<file path="src/rtl/instr_fetch_unit.sv">
// rtl/instr_fetch_unit.sv - fetch stage: PC register, imem req/gnt/rvalid, fetch buffer to ID
module instr_fetch_unit #(
  parameter int               WIDTH      = 32,
  parameter logic [WIDTH-1:0] BOOT_ADDR  = 32'h8000_0000,
  parameter int               FIFO_DEPTH = 2
) (
  input  logic             clk_i,
  input  logic             rst_n_i,
  input  logic [WIDTH-1:0] next_pc_i,
  input  logic             redirect_i,
  output logic [WIDTH-1:0] curr_pc_o,
  output logic             instr_req_o,
  output logic [WIDTH-1:0] instr_addr_o,
  input  logic             instr_gnt_i,
  input  logic             instr_rvalid_i,
  input  logic [WIDTH-1:0] instr_rdata_i,
  output logic [WIDTH-1:0] instr_o,
  output logic [WIDTH-1:0] instr_pc_o,
  output logic             valid_id_o,
  input  logic             ready_id_i
);
  localparam int               PTR_W   = $clog2(FIFO_DEPTH);
  localparam int               CNT_W   = PTR_W + 1;
  localparam logic [CNT_W-1:0] DEPTH_C = CNT_W'(FIFO_DEPTH);
  localparam logic [WIDTH-1:0] NOP     = WIDTH'(32'h0000_0013);

  typedef enum logic [1:0] {IDLE, REQ, WAIT} state_t;

  state_t           state;
  state_t           state_nx;
  logic             req_q;
  logic [WIDTH-1:0] addr_q;
  logic [WIDTH-1:0] pc_q;
  logic [WIDTH-1:0] pc_nx;
  logic [WIDTH-1:0] out_pc_q;
  logic             discard_q;

  logic [WIDTH-1:0] buf_data [FIFO_DEPTH];
  logic [WIDTH-1:0] buf_pc   [FIFO_DEPTH];
  logic [PTR_W-1:0] wptr;
  logic [PTR_W-1:0] rptr;
  logic [CNT_W-1:0] count;
  logic [CNT_W-1:0] count_after;

  logic gnt_ok;
  logic rsp;
  logic push;
  logic pop;
  logic empty;

  // A grant only counts once the request is actually visible on the bus
  assign gnt_ok      = (state == REQ) && req_q && instr_gnt_i;
  // Responses outside WAIT are leftovers from before a reset and are ignored
  assign rsp         = (state == WAIT) && instr_rvalid_i;
  assign empty       = (count == '0);
  assign push        = rsp && !discard_q && !redirect_i;
  assign pop         = !empty && ready_id_i && !redirect_i;
  assign count_after = count + CNT_W'(push) - CNT_W'(pop);

  // Next fetch state; a new request is only raised when its response has a free slot
  always_comb begin
    state_nx = state;
    case (state)
      IDLE:    if (redirect_i || (count < DEPTH_C)) state_nx = REQ;
      REQ:     if (gnt_ok) state_nx = WAIT;
      WAIT:    if (rsp) state_nx = (redirect_i || (count_after < DEPTH_C)) ? REQ : IDLE;
      default: state_nx = REQ;
    endcase
  end

  // Fetch PC: redirect wins; a grant of a wrong-path request must not advance past the target
  always_comb begin
    pc_nx = pc_q;
    if (redirect_i)
      pc_nx = next_pc_i;
    else if (gnt_ok && !discard_q)
      pc_nx = next_pc_i;
  end

  // FSM, fetch PC, bus outputs and wrong-path discard flag
  always_ff @(posedge clk_i or negedge rst_n_i) begin
    if (!rst_n_i) begin
      state     <= REQ;
      req_q     <= 1'b0;
      addr_q    <= BOOT_ADDR;
      pc_q      <= BOOT_ADDR;
      out_pc_q  <= '0;
      discard_q <= 1'b0;
    end else begin
      state <= state_nx;
      req_q <= (state_nx == REQ);
      pc_q  <= pc_nx;
      // Address is latched when a request is first raised and then held until granted
      if ((state_nx == REQ) && !((state == REQ) && req_q))
        addr_q <= pc_nx;
      if (gnt_ok)
        out_pc_q <= addr_q;
      if ((state == REQ) && req_q && redirect_i)
        discard_q <= 1'b1;
      else if (state == WAIT) begin
        if (instr_rvalid_i)
          discard_q <= 1'b0;
        else if (redirect_i)
          discard_q <= 1'b1;
      end
    end
  end

  // Fetch buffer pointers and occupancy; a redirect flushes everything
  always_ff @(posedge clk_i or negedge rst_n_i) begin
    if (!rst_n_i) begin
      wptr  <= '0;
      rptr  <= '0;
      count <= '0;
    end else if (redirect_i) begin
      wptr  <= '0;
      rptr  <= '0;
      count <= '0;
    end else begin
      if (push) wptr <= wptr + 1'b1;
      if (pop)  rptr <= rptr + 1'b1;
      count <= count_after;
    end
  end

  // Fetch buffer storage: instruction word paired with the PC it was fetched from
  always_ff @(posedge clk_i) begin
    if (push) begin
      buf_data[wptr] <= instr_rdata_i;
      buf_pc[wptr]   <= out_pc_q;
    end
  end

  assign curr_pc_o    = pc_q;
  assign instr_req_o  = req_q;
  assign instr_addr_o = addr_q;
  assign valid_id_o   = !empty;
  assign instr_o      = empty ? NOP : buf_data[rptr];
  assign instr_pc_o   = empty ? '0 : buf_pc[rptr];

endmodule

</file>
<file path="config.mk">
export PLATFORM = sky130hd
export DESIGN_NAME = instr_fetch_unit
export DESIGN_NICKNAME = d
export VERILOG_FILES = /design/src/rtl/instr_fetch_unit.sv
export SDC_FILE = /design/constraint.sdc
export NUM_CORES = 1
export LEC_CHECK = 0
export BUFFER_PORTS_ARGS = -buffer_cell sky130_fd_sc_hd__buf_4
export CAP_MARGIN = 20
export CORE_UTILIZATION = 58
export CTS_BUF_LIST = sky130_fd_sc_hd__clkbuf_16
export CTS_CLUSTER_DIAMETER = 60
export DETAILED_ROUTE_END_ITERATION = 10
export HOLD_SLACK_MARGIN = 0.02
export PLACE_DENSITY = 0.91
export SLEW_MARGIN = 20
export SYNTH_ARGS = -nofsm -noshare
export SYNTH_HDL_FRONTEND = slang
export SYNTH_SLANG_ARGS = --single-unit
</file>
<file path="constraint.sdc">
create_clock -name clk_i -period 7.2 [get_ports clk_i]
set_input_delay 0.72 -clock clk_i [delete_from_list [all_inputs] [get_ports clk_i]]
set_output_delay 0.72 -clock clk_i [all_outputs]
set_load 0.005 [all_outputs]
</file>
==> results.md, run 1 <==
Synth:
- After synthesis, the netlist uses 32 different library cells.
- The number of nets in the synthesized netlist is 592.
- The synthesized area divided by synthesized cell count is 17.2 sq um.
- During synthesis, Yosys emitted a total of 0 warnings.
- After synthesis the cells add up to 8950 sq um.
- Counting flops and latches in the post-synthesis netlist gives 232.
- For this run, the register share of the synthesized area comes to 72.1%.
- The number of standard cells after synthesis is 520.

Routing:
- In this run, the number of DRC markers left after iteration 0 of detailed routing was roughly 230.
- The final antenna-violating net count is 0.
- The routed layout has 4,985 vias.
- The vias per cell is 5.35.
- The total routed wirelength is ~17 mm.
- The first detailed-routing pass ran for 4 iterations.
- The final routed DRC violation total is 0.
- After detailed routing, the average wire length per cell comes to 18.5 microns.

Placement:
- Prior to clock tree synthesis, the placed netlist has a worst setup slack of about 3300 ps.
- During placement, the flow inserted port buffers numbering between 150 and 200.
- The placer congestion estimate is 0.729.
- The wire-length estimate of the detail-placed layout is ~11 mm.

Timing:
- Setup repair after global routing left no endpoint under its margin.
- The number of slew-limit violations in the final report is 0.
- The part of the cycle the worst path needs is 54.2%.
- The final hold violation count came to 0.
- The final critical-path required period is 3910 ps.
- The setup skew after layout is just under 8 ps.
- Setup violations remaining at the end of the flow were counted as 0.
- Setup total negative slack on the finished layout was measured at 0 ps.
- The fmax is around 260 MHz.
- Setup slack on the critical path of the routed design comes to about 3300 ps.
- The headroom to the max-slew limit is 28.9%.
- At the pin with the least slew margin, the transition time is 1060 ps.

Setup path:
- In this run the worst path has a maximum fanout of 19.
- The data arrival at the endpoint of the critical path is 4270 ps.
- The worst setup path is launched from a register.
- The signal on the critical path passes through or2b_1, nor3b_1, nand2b_1, ha_1, inv_1, ha_1, xor2_1, a311o_1, nor2_4, buf_4, mux2_4.
- The kind of cell with the highest combined delay on the critical path is simple AND/OR/NAND/NOR gates.
- The largest single stage delay on the critical path is 490 ps.
- The critical path class is register to register.
- The kind of capture point of the worst setup path is a register.
- Together, buffers and inverters on the worst path number 2.
- The worst path required time is 7570 ps.
- On the critical path, the stage with the largest delay is an instance of sky130_fd_sc_hd__dfrtp_1.
- Among the stages of the critical path, the cell type that occurs most often is sky130_fd_sc_hd__ha_1.

Die:
- The floorplan has 45 rows.
- The die width is roughly 130 microns.
- The initial core utilization is about three fifths.
- The number of ports placed on the die boundary is 200.
- The area of the core region is 15,100 sq um.
- Measured along the y axis, the die boundary spans 126 microns.
- The floorplan step defined a die boundary enclosing around 16,000 sq um.

Power:
- The leakage power is 4.61 nW.
- The part of the power in combinational logic is 22.6%.
- In this run switching power makes up 25.0% of total power.
- The net switching power is 0.981 mW.
- The cell internal power dissipation is 2.95 mW.
- The sequential share of power is 48.2%.
- The worst IR drop on VDD is 0.315 mV.
- The power density normalized to cell area is 346 nW/um^2.
- The clock network fraction of total power is 29.2%.

Clocking:
- The number of gates given a new drive strength after cts is 0.
- Clock tree synthesis inserted a total of 22 buffers.
- At the later pin of the worst-skew pair, clock insertion delay measures 490 ps.
- The number of buffers inserted by hold repair at cts is 0.
- In this run the clock root is driven by a sky130_fd_sc_hd__clkbuf_16.
- The number of setup buffers added after CTS is 0.
- The CTS clock-pin slew for the worst setup and hold paths is about 60 ps.
- The number of clock sinks is 232.
- CTS built an H-tree with a depth of 1.
- The maximum number of buffers from clock root to sink is 3.
- TritonCTS built the clock tree.

Cells and area:
- 0 antenna diodes ended up in the layout.
- The core utilization of the finished layout is approximately 75%.
- The area added between synthesis and finish is 26.9%.
- In the final design database the tool counted 799 nets.
- Of the cells placed in the final design, the portion with a size suffix greater than 1 is 46.2%.

Worst hold path:
- The class of the tightest hold or removal check is input pin to asynchronous set/reset pin.

Global routing:
- The pin count of the biggest net entering global routing is 66.
- In the global route stage, overall resource usage came out at 21.8%.
- The overall overflow remaining after global route is 0.
- The wire length of the first global-routing pass is 27.2 mm.
- The number of antenna violations at the first check in global routing is 0.
- The number of global-route vias before repair was between 5,000 and 6,000.

Job:
- The tool flagged a number of max-cap violations equal to 0.

Status:
- The flow ran to the end, and the final reports show no timing, DRC or antenna violations.
registers in the layout, indices dropped and copies added (netlist names):
register / flops
buf_data: 64
buf_pc: 64
instr_addr_o: 32
instr_req_o: 1
state: 2
out_pc_q: 32
wptr: 1
curr_pc_o: 32
discard_q: 1
rptr: 1
count: 2
final cells by class:
cell class              count  area (sq um)
flip-flops and latches    232          6450
fillers                   905          3790
inverters                   5          18.8
well taps                 188           235
clock inverters            17           151
repair buffers            206          1560
clock buffers              23           576
multi-input cells         260          2360
placed cells by master (no fill, tap or decap), types with 2 or more instances in the layout:
master / count
sky130_fd_sc_hd__nand2_1: 5
sky130_fd_sc_hd__edfxtp_1: 128
sky130_fd_sc_hd__mux2_4: 30
sky130_fd_sc_hd__bufinv_16: 3
sky130_fd_sc_hd__nor2b_1: 2
sky130_fd_sc_hd__dfrtp_1: 100
sky130_fd_sc_hd__nor3b_1: 2
sky130_fd_sc_hd__clkinv_1: 5
sky130_fd_sc_hd__clkbuf_16: 23
sky130_fd_sc_hd__mux2_2: 64
sky130_fd_sc_hd__nor2_1: 66
sky130_fd_sc_hd__buf_4: 205
sky130_fd_sc_hd__xor2_1: 2
sky130_fd_sc_hd__inv_1: 8
sky130_fd_sc_hd__ha_1: 2
sky130_fd_sc_hd__a21oi_1: 3
sky130_fd_sc_hd__xnor2_1: 2
sky130_fd_sc_hd__mux2_1: 2
sky130_fd_sc_hd__nor2_4: 4
sky130_fd_sc_hd__clkinv_2: 4
sky130_fd_sc_hd__mux2i_1: 64
sky130_fd_sc_hd__dfstp_2: 3
cells by family (layout without fill, tap and decap cells):
| group | Yosys count | after routing | synth area share, % |
|---|---|---|---|
| buffers and inverters | 28 | 251 | 1.80 |
| adders and majority gates | 2 | 2 | 0.280 |
| xor gates and xnor gates | 4 | 4 | 0.392 |
| muxes | 160 | 160 | 20.5 |
| DFF | 232 | 232 | 72.1 |
| and+or+nand+nor | 85 | 85 | 4.08 |
| AOI/OAI and AO/OA | 9 | 9 | 0.867 |
routing by layer:
layer,vias up,routed length (microns),GRT usage [%]
li1,2300,-,-
met1,2498,6890,26.9
met2,156,8880,39.1
met3,31,993,4.42
met4,0,421,6.24
met5,-,0,0
path summary, 6_finish.rpt:
check,end,start,slack [ps],cells past startpoint
max in group asynchronous,instr_addr_o[4],rst_n_i,5760,2
min,out_pc_q[3],rst_n_i,220,1
max reg2reg,instr_addr_o[24],state[1],3290,11
min in group clk_i,buf_data[1][30],instr_rdata_i[30],410,1
min reg2reg,buf_pc[0][31],out_pc_q[31],460,0
max,instr_addr_o[24],state[1],3290,11
power groups by stage:
stage	registers (mW)	clock network [mW]	logic [mW]
2_1_floorplan	1.86	0	0.578
3_3_place_gp	1.89	0	0.851
3_5_place_dp	1.91	0	0.890
4_1_cts	1.89	1.17	0.899
5_1_grt	1.92	1.22	0.949
6_report	1.89	1.15	0.889
synthesized netlist by cell type (all sizes together):
cell / instances / share of area, %
clkbuf: 8 / 0.34
and2: 1 / 0.070
a21o: 1 / 0.084
a31oi: 1 / 0.070
and3b: 1 / 0.098
xnor2: 2 / 0.20
nor3b: 2 / 0.17
a311o: 1 / 0.11
or2b: 1 / 0.084
buf: 15 / 1.3
o21bai: 1 / 0.21
nand2b: 1 / 0.070
edfxtp: 128 / 43
o21ai: 1 / 0.056
mux2i: 64 / 7.2
nor2b: 2 / 0.14
inv: 5 / 0.21
dfrtp: 101 / 28
nand4b: 1 / 0.17
mux2: 96 / 13
nor2: 70 / 3.0
a2111oi: 1 / 0.17
a21oi: 3 / 0.17
nand2: 5 / 0.21
xor2: 2 / 0.20
dfstp: 3 / 0.88
nor3: 1 / 0.056
ha: 2 / 0.28
per-stage QoR:
step / hold slack [ps] / area, sq um / instances / power [mW]
finish: 225 / 11400 / 931 / 3.93
floorplan: 424 / 8950 / 520 / 2.44
CTS: 249 / 11300 / 930 / 3.96
global route: 267 / 11400 / 931 / 4.09
global placement: 443 / 10600 / 890 / 2.74
detailed placement: 455 / 10600 / 890 / 2.80
No activity file was read; power rests on OpenSTA's default activity.
==> run 2: changes to the inputs <==
CORE_UTILIZATION = 54   (was 58)
PLACE_DENSITY = 0.86   (was 0.91)
clock period = 3.9 ns   (was 7.2 ns; I/O delays follow)
==> run 2 against run 1 <==
  * Clock-buffer cell count is 2 higher
  * Final area is 1.4% higher
  * Global-route usage is 1.8 points lower
==> results.md, run 2 (synthesis results as in run 1) <==
Cells and area:
- The library cell used most frequently in the layout, excluding fill and tap cells, is sky130_fd_sc_hd__buf_4.
- Summing all non-filler instances in the final layout gives an area of approximately 12,000 sq um.
- Relative to the synthesized area, the layout overhead comes to 28.6%.
- The largest registers in the layout are buf_data (64), buf_pc (64).
- The antenna diode count is 0.
- The share of final-layout standard cells stronger than drive strength 1 is 46.6%.
- Leaving out fill and tap cells, the most frequent cells in the layout are sky130_fd_sc_hd__buf_4 (207), sky130_fd_sc_hd__edfxtp_1 (128), sky130_fd_sc_hd__dfrtp_1 (100).
- Measured on the finished design, the core utilization comes to 71.7%.
- The number of nets in the layout is 802.

Timing:
- The part of the cycle the worst path needs is a little under nine tenths.
- The headroom to the max-slew limit is a little over a quarter.
- Setup repair after global routing left no endpoint under its margin.
- Across all setup checks in the final design, the least slack found is 545 ps.
- The slew at the pin closest to its max-slew limit is 1090 ps.
- The clock arrives with 9.75 ps of skew.
- The final hold violation count came to 0.
- The final critical-path required period is 3350 ps.
- Derived from the worst setup path, the maximum achievable clock frequency is 298 MHz.
- The total setup violations reported at the end of the flow is 0.
- The number of slew-limit violations in the final report is 0.

Die:
- The number of ports placed on the die boundary is 200.
- The area of the core region is 16,100 sq um.
- The die width is 131 microns.
- The vertical extent of the die is 131 microns.
- The die covers 17,100 sq um.
- For this configuration, the core starts out at a cell density of a little under three fifths.
- The floorplan has 46 rows.

Routing:
- The vias per cell is 5.13.
- The final antenna-violating net count is 0.
- The final routed DRC violation total is 0.
- The number of search-and-repair iterations in the first detailed-routing pass is 4.
- The first routing iteration left 154 violations.
- The total routed wirelength is approximately 17 mm.
- The routed via count is around 4,900.
- The routed wirelength normalized by instance count is 17.9 microns.

Placement:
- Before CTS, the worst setup slack after placement is around 540 ps.
- Buffers placed on the I/O ports in this run total 199.
- The placer congestion estimate is 0.720.
- The half-perimeter wire length after placement is 11.2 mm.
- The post-place instance area is 10,700 sq um.

Setup path:
- The critical path class is register to register.
- The data arrival at the endpoint of the critical path is approximately 3700 ps.
- In this run the critical register-to-register path is launched from state[1].
- The largest fanout on the critical path is 21.
- The worst setup path is captured at a register.
- In this run the worst setup path begins at state[1].
- The worst path required time is 4270 ps.
- The type of origin of the critical path is a register.

Power:
- The power density normalized to cell area is 650 nW/um^2.
- VDD sags by at most approximately 0.43 mV.
- The leakage power is roughly 4.7 nW.

Clocking:
- The CTS clock-pin slew for the worst setup and hold paths is 60 ps.
- The maximum number of buffers from clock root to sink is 3.
- CTS built an H-tree with a depth of 1.
- In this run the clock root is driven by a sky130_fd_sc_hd__clkbuf_16.
- The TritonCTS clock tree is built.
- The number of clock sinks is 232.
- Counting the buffers created by CTS gives 22.
- The number of setup buffers added after CTS is 0.
- At the later pin of the worst-skew pair, clock insertion delay measures 490 ps.

Job:
- Across the run, the number of max-cap violations was 0.

Global routing:
- The number of antenna violations at the first check in global routing is 0.
- The number of global-route vias before repair is around 5,200.
- The overall overflow remaining after global route is 0.
- The total track usage is 20.1%.
- Entering global routing, the biggest net connects 66 pins.
- The first global-routing pass estimated roughly 26 mm of wire.

Worst hold path:
- The class of the tightest hold or removal check is input pin to register.
- The source of the worst hold timing path is instr_rdata_i[28].

Status:
- The run finished with clean final reports.
==> run 2: cell types whose count changed in the layout (fill, tap and decap cells not counted) <==
cell,change
sky130_fd_sc_hd__clkbuf_16,+2
sky130_fd_sc_hd__buf_4,+2
sky130_fd_sc_hd__clkinv_1,-2
sky130_fd_sc_hd__inv_1,-1
sky130_fd_sc_hd__dlygate4sd3_1,+1
sky130_fd_sc_hd__inv_2,-1
sky130_fd_sc_hd__bufinv_16,+2
==> run 2: layout make-up <==
| type | count | area, sq um |
|---|---|---|
| flip-flops and latches | 232 | 6450 |
| multi-input cells | 260 | 2360 |
| fillers | 1019 | 4550 |
| clock inverters | 15 | 196 |
| inverters | 5 | 18.8 |
| well taps | 216 | 270 |
| repair buffers | 209 | 1580 |
| clock buffers | 25 | 626 |
==> run 2: worst paths after layout <==
check,to,slack (ps),cells past startpoint
min in group asynchronous,curr_pc_o[23],550,2
worst min-delay path,buf_data[0][28],90,1
worst min register to register,buf_pc[1][19],460,0
worst max register to register,instr_addr_o[21],550,11
max in group asynchronous,instr_addr_o[31],2310,3
worst max-delay path,instr_addr_o[21],550,11
==> run 2: repair_timing <==
action | in CTS | in global routing
hold endpoints to repair | 5 | 0
setup endpoints to repair | 0 | 0
hold buffers | 1 | 0
gates resized for setup | 0 | 0
==> run 2: critical path, stage by stage, from the launching register on <==
cell and delay, ps:
sky130_fd_sc_hd__dfrtp_1 480, sky130_fd_sc_hd__or2b_1 270, sky130_fd_sc_hd__nor3b_1 310, sky130_fd_sc_hd__nand2b_1 230, sky130_fd_sc_hd__ha_1 340, sky130_fd_sc_hd__inv_1 40, sky130_fd_sc_hd__ha_1 180, sky130_fd_sc_hd__xor2_1 200
sky130_fd_sc_hd__a311o_1 340, sky130_fd_sc_hd__nor2_4 120, sky130_fd_sc_hd__buf_4 380, sky130_fd_sc_hd__mux2_4 340
==> run 2: layer usage <==
metal	global-route usage (%)	wire length, microns	vias up	share of wire [%]
li1	-	-	2307	-
met1	23.8	6880	2436	40
met2	36.8	8980	159	52
met3	3.62	964	31	5.6
met4	6.90	366	0	2.1
met5	0	0	-	0
==> run 2: per-stage QoR <==
step                hold slack [ps]  setup TNS (ps)  std cells  total power [mW]
finish                         88.2               0        962              7.48
global route                   69.5               0        962              7.80
CTS                            72.7               0        961              7.55
detailed placement              456               0        920              5.20
global placement                444               0        920              5.07
floorplan                      94.4          -47140        520              4.51
==> run 2: power breakdown <==
part | switching, mW | total, mW | internal [mW]
Clock | 0.860 | 2.34 | 1.48
Sequential | 0.353 | 3.49 | 3.14
Combinational | 0.597 | 1.65 | 1.05
Total | 1.81 | 7.48 | 5.67
